===== config.mk =====
export PLATFORM = sky130hd
export DESIGN_NAME = cpx_accumulator
export DESIGN_NICKNAME = d
export VERILOG_FILES = /design/src/rtl/caf_pkg.sv /design/src/rtl/cpx_mag_sq.sv /design/src/rtl/cpx_accumulator.sv
export SDC_FILE = /design/constraint.sdc
export NUM_CORES = 1
export LEC_CHECK = 0
export ABC_AREA = 0
export CORE_MARGIN = 2
export CORE_UTILIZATION = 50
export DETAILED_ROUTE_END_ITERATION = 12
export GPL_TIMING_DRIVEN = 0
export MAX_ROUTING_LAYER = met4
export PLACE_DENSITY = 0.76
export SYNTH_ARGS = -nofsm -noshare
export SYNTH_HDL_FRONTEND = slang
export SYNTH_HIERARCHICAL = 1
export SYNTH_SLANG_ARGS = --single-unit

===== constraint.sdc =====
create_clock -name clk -period 3 [get_ports clk]
set_input_delay 0.6 -clock clk [delete_from_list [all_inputs] [get_ports clk]]
set_output_delay 0.6 -clock clk [all_outputs]
set_load 0.02 [all_outputs]

===== src/rtl/caf_pkg.sv =====
// Shared definitions for the CAF datapath: width helpers and the accumulator FSM encoding.
package caf_pkg;

  typedef enum logic {
    CPX_ACC_ST_ACC   = 1'b0,
    CPX_ACC_ST_STALL = 1'b1
  } cpx_acc_state_e;

  // Ceiling log2; 0 and 1 both map to 0.
  function automatic int unsigned clog2(input int unsigned value);
    int unsigned res;
    res = 0;
    for (int k = 0; k < 32; k++) begin
      if ((64'd1 << k) < 64'(value)) res = int'(k) + 1;
    end
    return res;
  endfunction

  // Accumulator width that holds a full block of worst-case samples without overflow.
  function automatic int unsigned cpx_acc_bits(input int unsigned ib, input int unsigned qb,
                                               input int unsigned len);
    return ((ib > qb) ? ib : qb) + clog2(len);
  endfunction

endpackage


===== src/rtl/cpx_mag_sq.sv =====
// Registered squared magnitude re^2 + im^2, unsigned at twice the input width (cannot overflow).
module cpx_mag_sq #(
  parameter int unsigned width = 32
) (
  input  logic                      clk,
  input  logic                      rst_n,
  input  logic                      en,
  input  logic signed [width-1:0]   re,
  input  logic signed [width-1:0]   im,
  output logic [2*width-1:0]        mag
);

  logic signed [2*width-1:0] re_x;
  logic signed [2*width-1:0] im_x;
  logic [2*width-1:0]        sum;

  // Sign-extend to the result width so each square is exact before the unsigned add.
  always_comb begin
    re_x = {{width{re[width-1]}}, re};
    im_x = {{width{im[width-1]}}, im};
    sum  = re_x * re_x + im_x * im_x;
  end

  // Capture only when new operands are presented so the result holds with its data.
  always_ff @(posedge clk) begin
    if (!rst_n) begin
      mag <= '0;
    end else if (en) begin
      mag <= sum;
    end
  end

endmodule


===== src/rtl/cpx_accumulator.sv =====
// Integrate-and-dump of complex samples over blocks of `length`, with a one-entry output buffer.
// Optional feature macro CPX_ACC_MAG_EN adds the |acc|^2 output `mag` and one pipeline stage.
module cpx_accumulator
  import caf_pkg::*;
#(
  parameter int unsigned i_bits   = 24,
  parameter int unsigned q_bits   = 24,
  parameter int unsigned length   = 1024,
  parameter int unsigned out_bits = 32
) (
  input  logic                       clk,
  input  logic                       rst_n,
  input  logic                       m_axis_tvalid,
  input  logic signed [i_bits-1:0]   i,
  input  logic signed [q_bits-1:0]   q,
  input  logic                       m_axis_tready,
  output logic                       s_axis_tready,
  output logic signed [out_bits-1:0] acc_i,
  output logic signed [out_bits-1:0] acc_q,
  output logic                       s_axis_tvalid
`ifdef CPX_ACC_MAG_EN
  ,
  output logic [2*out_bits-1:0]      mag
`endif
);

  localparam int unsigned AccW = cpx_acc_bits(i_bits, q_bits, length);
  localparam int unsigned CntW = clog2(length);
  localparam logic [CntW-1:0] CntLast = CntW'(length - 1);

  cpx_acc_state_e         state_q;
  logic [CntW-1:0]        cnt_q;
  logic signed [AccW-1:0] acc_re_q;
  logic signed [AccW-1:0] acc_im_q;
  logic signed [AccW-1:0] ext_i;
  logic signed [AccW-1:0] ext_q;
  logic signed [AccW-1:0] sum_i;
  logic signed [AccW-1:0] sum_q;
  logic signed [out_bits-1:0] trunc_i;
  logic signed [out_bits-1:0] trunc_q;
  logic last;
  logic blocked;
  logic accept;
  logic complete;

  // Handshake and next-sum datapath; a completing sample is refused only if the held
  // result would be overwritten before the consumer takes it.
  always_comb begin
    ext_i         = {{(AccW - i_bits){i[i_bits-1]}}, i};
    ext_q         = {{(AccW - q_bits){q[q_bits-1]}}, q};
    last          = (cnt_q == CntLast);
    blocked       = last & s_axis_tvalid & ~m_axis_tready;
    s_axis_tready = rst_n & (state_q == CPX_ACC_ST_ACC) & ~blocked;
    accept        = m_axis_tvalid & s_axis_tready;
    complete      = accept & last;
    sum_i         = (cnt_q == '0) ? ext_i : acc_re_q + ext_i;
    sum_q         = (cnt_q == '0) ? ext_q : acc_im_q + ext_q;
  end

  // Keep the top out_bits of the sum (no rounding), or sign-extend if the output is wider.
  if (out_bits <= AccW) begin : g_trunc
    assign trunc_i = sum_i[AccW-1 -: out_bits];
    assign trunc_q = sum_q[AccW-1 -: out_bits];
  end else begin : g_extend
    assign trunc_i = {{(out_bits - AccW){sum_i[AccW-1]}}, sum_i};
    assign trunc_q = {{(out_bits - AccW){sum_q[AccW-1]}}, sum_q};
  end

  // Sample counter and running sums; the first sample of a block loads instead of adding.
  always_ff @(posedge clk) begin
    if (!rst_n) begin
      cnt_q    <= '0;
      acc_re_q <= '0;
      acc_im_q <= '0;
    end else if (accept) begin
      acc_re_q <= sum_i;
      acc_im_q <= sum_q;
      cnt_q    <= last ? '0 : cnt_q + CntW'(1);
    end
  end

  // Stall FSM: hold input off after a refused completion until the consumer is ready.
  always_ff @(posedge clk) begin
    if (!rst_n) begin
      state_q <= CPX_ACC_ST_ACC;
    end else begin
      unique case (state_q)
        CPX_ACC_ST_ACC:   if (blocked) state_q <= CPX_ACC_ST_STALL;
        CPX_ACC_ST_STALL: if (m_axis_tready) state_q <= CPX_ACC_ST_ACC;
        default:          state_q <= CPX_ACC_ST_ACC;
      endcase
    end
  end

`ifdef CPX_ACC_MAG_EN
  logic                       s1_valid_q;
  logic signed [out_bits-1:0] s1_i_q;
  logic signed [out_bits-1:0] s1_q_q;

  // Extra stage so the squared magnitude lines up with acc_i/acc_q. Blocks are at least two
  // samples apart, so the output buffer is always free when this stage hands over.
  always_ff @(posedge clk) begin
    if (!rst_n) begin
      s1_valid_q <= 1'b0;
      s1_i_q     <= '0;
      s1_q_q     <= '0;
    end else begin
      s1_valid_q <= complete;
      if (complete) begin
        s1_i_q <= trunc_i;
        s1_q_q <= trunc_q;
      end
    end
  end

  // Output buffer: load from the pipeline stage, clear when taken.
  always_ff @(posedge clk) begin
    if (!rst_n) begin
      s_axis_tvalid <= 1'b0;
      acc_i         <= '0;
      acc_q         <= '0;
    end else if (s1_valid_q) begin
      s_axis_tvalid <= 1'b1;
      acc_i         <= s1_i_q;
      acc_q         <= s1_q_q;
    end else if (m_axis_tready) begin
      s_axis_tvalid <= 1'b0;
    end
  end

  cpx_mag_sq #(
    .width(out_bits)
  ) u_mag_sq (
    .clk  (clk),
    .rst_n(rst_n),
    .en   (s1_valid_q),
    .re   (s1_i_q),
    .im   (s1_q_q),
    .mag  (mag)
  );
`else
  // Output buffer: a completion overwrites (also when the old result is taken this cycle).
  always_ff @(posedge clk) begin
    if (!rst_n) begin
      s_axis_tvalid <= 1'b0;
      acc_i         <= '0;
      acc_q         <= '0;
    end else if (complete) begin
      s_axis_tvalid <= 1'b1;
      acc_i         <= trunc_i;
      acc_q         <= trunc_q;
    end else if (m_axis_tready) begin
      s_axis_tvalid <= 1'b0;
    end
  end
`endif

endmodule


==> flow_summary_export.csv <==
group,metric,value,unit
sta,period_minus_slack,3.01,ns
run,maxCapViolCount,0,
detailed_routing,num_vias,10000,
detailed_routing,wl_met2,15600,µm
power_and_ir_drop,pwr-share-clk,38.2,%
floorplan,floorplan.die.height,139,µm
detailed_routing,number_of_iterations_in_the_first_detailed_routing_pass,6,
finish,layout_common_cells,"nor2_1 (140), dfxtp_1 (140), a21oi_1 (108)",
sta,timing_worst_slew_pin_value,0.969,ns
clock_network,insertion_delay,0.44,ns
clock_network,cts_max_level,4,
place,placed_area,10600,µm²
power_and_ir_drop,power.density,486,nW/µm²
detailed_routing,antenna_violating_nets_post_route,0,
outcome,failed_checks,"setup timing",
detailed_routing,wl,34400,µm
floorplan,die_area,19300,µm²
place,io_buffers,116,
setup_path,critical_path.slowest_cell,"fa_2",
sta,grt_setup_unrepaired,"true",
synth,syn_nets,1293,
detailed_routing,drc_errors,0,
floorplan,core_region_area,17900,µm²
setup_path,worst-setup-path-type,"flip-flop to flip-flop",
grt,grt_pass1_wl,51800,µm
setup_path,setup.worst_path.end_class,"flip-flop",
synth,synth_top_area_share,31.6,%
setup_path,timing.critical_path.cells,"ha_4 -> fa_2 -> a21o_1 -> a21oi_2 -> buf_4 -> buf_4 -> buf_4 -> buf_4 -> buf_4 -> buf_4 -> buf_4 -> buf_4 -> o21ai_1 -> a21oi_1 -> xor2_1 -> o21ai_1 -> a21oi_2 -> a21oi_1",
setup_path,critical_path.most_common_cell,"buf_4",
grt,antenna_found_initial,0,
detailed_routing,routed_via_density,6.32,
setup_path,depth_of_the_most_critical_reg_to_reg_path,18,
power_and_ir_drop,max_vdd_drop,0.482,mV
grt,first_global_vias,9587,
finish,finish.utilization,68.6,%
synth,syn-mean-instance-area,7.78,µm²
synth,synth_seq_cells,144,
sta,timing.final.crit_share,100,%
power_and_ir_drop,power.share.combinational,27.5,%
power_and_ir_drop,power.sequential.fraction,34.3,%
place,dp.final_hpwl,23100,µm
synth,ys.warnings.count,6,
floorplan,initial_utilization,50.9,%
detailed_routing,wl_met1,13400,µm
clock_network,tritoncts,"built",
clock_network,cts_buffers,17,
outcome,outcome,"complete, but fails checks",
detailed_routing,maxUsedRoutingLayer,"met4",
synth,asyncSetResetFlopFracSynth,0,%
detailed_routing,detail_route.iter0.violations,1113,
setup_path,critPathMaxFanout,2,
finish,layout-area-overhead-vs-synth,34.7,%
finish,design.final.nets,1470,
setup_path,cpPeakStageDelay,0.34,ns
grt,grt_max_degree,18,
floorplan,std_cell_rows,49,
setup_path,cp_data_required_time,3.29,ns
clock_network,max-clock-path-buffers,2,
sta,final.setup.worst_slack,-0.00710,ns
sta,skew,0.0140,ns
finish,post-route-cell-area,12300,µm²
clock_network,tritoncts_num_sinks,144,
synth,top_cells_by_area_in_the_synthesized_netlist,"dfxtp_1 (32%), ha_1 (9.3%), a21oi_1 (6.9%)",
synth,syn-cell-area,9110,µm²
sta,worst_slew_margin_rel,35.4,%
synth,synth_largest_area_cell,"dfxtp_1",
floorplan,chipWidth,139,µm
worst_hold_path,hold_crit_depth,2,
setup_path,arrival_time_at_the_worst_endpoint,3.29,ns
power_and_ir_drop,static-leakage-power,4.97,nW
sta,timing.final.setup_violations,1,
sta,slew_violations,0,
clock_network,clockRootBuffer,"clkbuf_16",
finish,final_layout_size_suffix_gt1_share,17.0,%
synth,netlist-cell-type-count,65,
setup_path,startpoint_type,"flip-flop",
finish,antenna_cells,0,
synth,synth-main-ff-cell,"dfxtp_1",
synth,synth-edff-count,0,
power_and_ir_drop,p_int,4.07,mW
detailed_routing,routedWlPerCell,21.6,µm
power_and_ir_drop,p_sw,1.89,mW
detailed_routing,routed-wl-met3,3480,µm
synth,synth_cells,1171,
grt,track_usage,35.2,%
place,globalplace.congestion,0.955,
clock_network,clkSlewWorstSetupHoldPaths,0.06,ns
worst_hold_path,hold_removal_path_class,"flip-flop to flip-flop",
clock_network,cts_hold_repair.buffers,0,
grt,grt-ovfl-total,0,
synth,ys_seq_area_share,31.6,%
sta,final_number_of_hold_violating_endpoints,0,
power_and_ir_drop,swShare,31.7,%
floorplan,ioPinCount,118,
sta,fmax,333,MHz
==> per-stage QoR <==
stage / hold WS [ns] / power (mW) / TNS [ns] / instances / setup WS [ns]
global route: 0.473 / 6.17 / -0.374 / 1589 / -0.0927
CTS: 0.458 / 5.79 / -0.0321 / 1580 / -0.0321
global placement: 0.445 / 3.38 / -50.60 / 1516 / -0.876
finish: 0.456 / 5.96 / -0.00710 / 1589 / -0.00710
floorplan: 0.440 / 2.99 / -0.0443 / 1171 / -0.0239
detailed placement: 0.450 / 3.39 / -52.19 / 1516 / -0.923
==> cells in the mapped netlist (all sizes together), types with 10 or more instances <==
cell,n
a21oi,127
xnor2,35
o21a,14
a211oi,36
o21ai,103
nor2,141
nor3,30
inv,23
ha,68
a31oi,18
nand3,47
nand2,99
nand4,10
a21o,41
buf,16
dfxtp,144
xor2,23
clkbuf,53
==> final cells by class <==
cell class | instances | area (µm²)
tap | 229 | 287
fill | 1433 | 5630
sequential | 144 | 2890
buffer | 66 | 292
inverter | 24 | 90.1
timing repair buffer | 161 | 1510
multi-input combinational | 934 | 6590
clock inverter | 8 | 126
clock buffer | 23 | 498
==> state kept, by name, indices dropped and copies added, names as in the netlist <==
register and flops:
cnt_q 10, state_q 1, acc_re_q 34, s_axis_tvalid 1, acc_q 32, acc_i 32, acc_im_q 34
==> worst max-delay path: cells and delay by family, from the launching register on <==
| kind | cells | cell delay [ns] |
|---|---|---|
| XOR/XNOR | 1 | 0.17 |
| buffers and inverters | 8 | 0.85 |
| flip-flops | 1 | 0.33 |
| AO/OA/AOI/OAI | 7 | 1.01 |
| adder cells (fa/ha/maj) | 2 | 0.50 |
==> kinds of logic (layout without fill, tap and decap cells) <==
family	after synthesis	after routing	synth area share, %
buffers and inverters	93	282	3.94
AOI/OAI and AO/OA	422	422	29.7
xor gates and xnor gates	58	58	5.58
muxes	8	8	0.879
adders and majority gates	70	70	9.78
and+or+nand+nor	376	376	18.5
DFF	144	144	31.6
==> power groups by stage <==
stage	clock [mW]	sequential (mW)	combinational, mW
after detailed placement	0	2.07	1.33
after CTS	2.28	2.03	1.48
after global placement	0	2.07	1.31
final	2.28	2.04	1.64
after global routing	2.36	2.05	1.76
after floorplan	0	2.06	0.937
==> layer usage <==
layer | up-vias | track usage (%)
li1 | 4633 | -
met4 | 0 | 17.8
met1 | 4664 | 43.6
met2 | 609 | 55.1
met5 | - | -
met3 | 143 | 6.70
==> final timing paths <==
check | endpoint | slack (ns) | startpoint
worst min-delay path | acc_i[25] | 0.46 | acc_i[25]
worst min register to register | acc_i[25] | 0.46 | acc_i[25]
worst max-delay path | acc_q[4] | -0.007 | acc_im_q[0]
worst max register to register | acc_q[4] | -0.007 | acc_im_q[0]
==> repair_timing <==
| action | in CTS | in global routing |
|---|---|---|
| setup buffers | 34 | 11 |
| endpoints found under the setup margin | 100 | 95 |
| pin swaps | 38 | 50 |
| gates resized for setup | 107 | 102 |
Power figures use the tool's default switching activity.
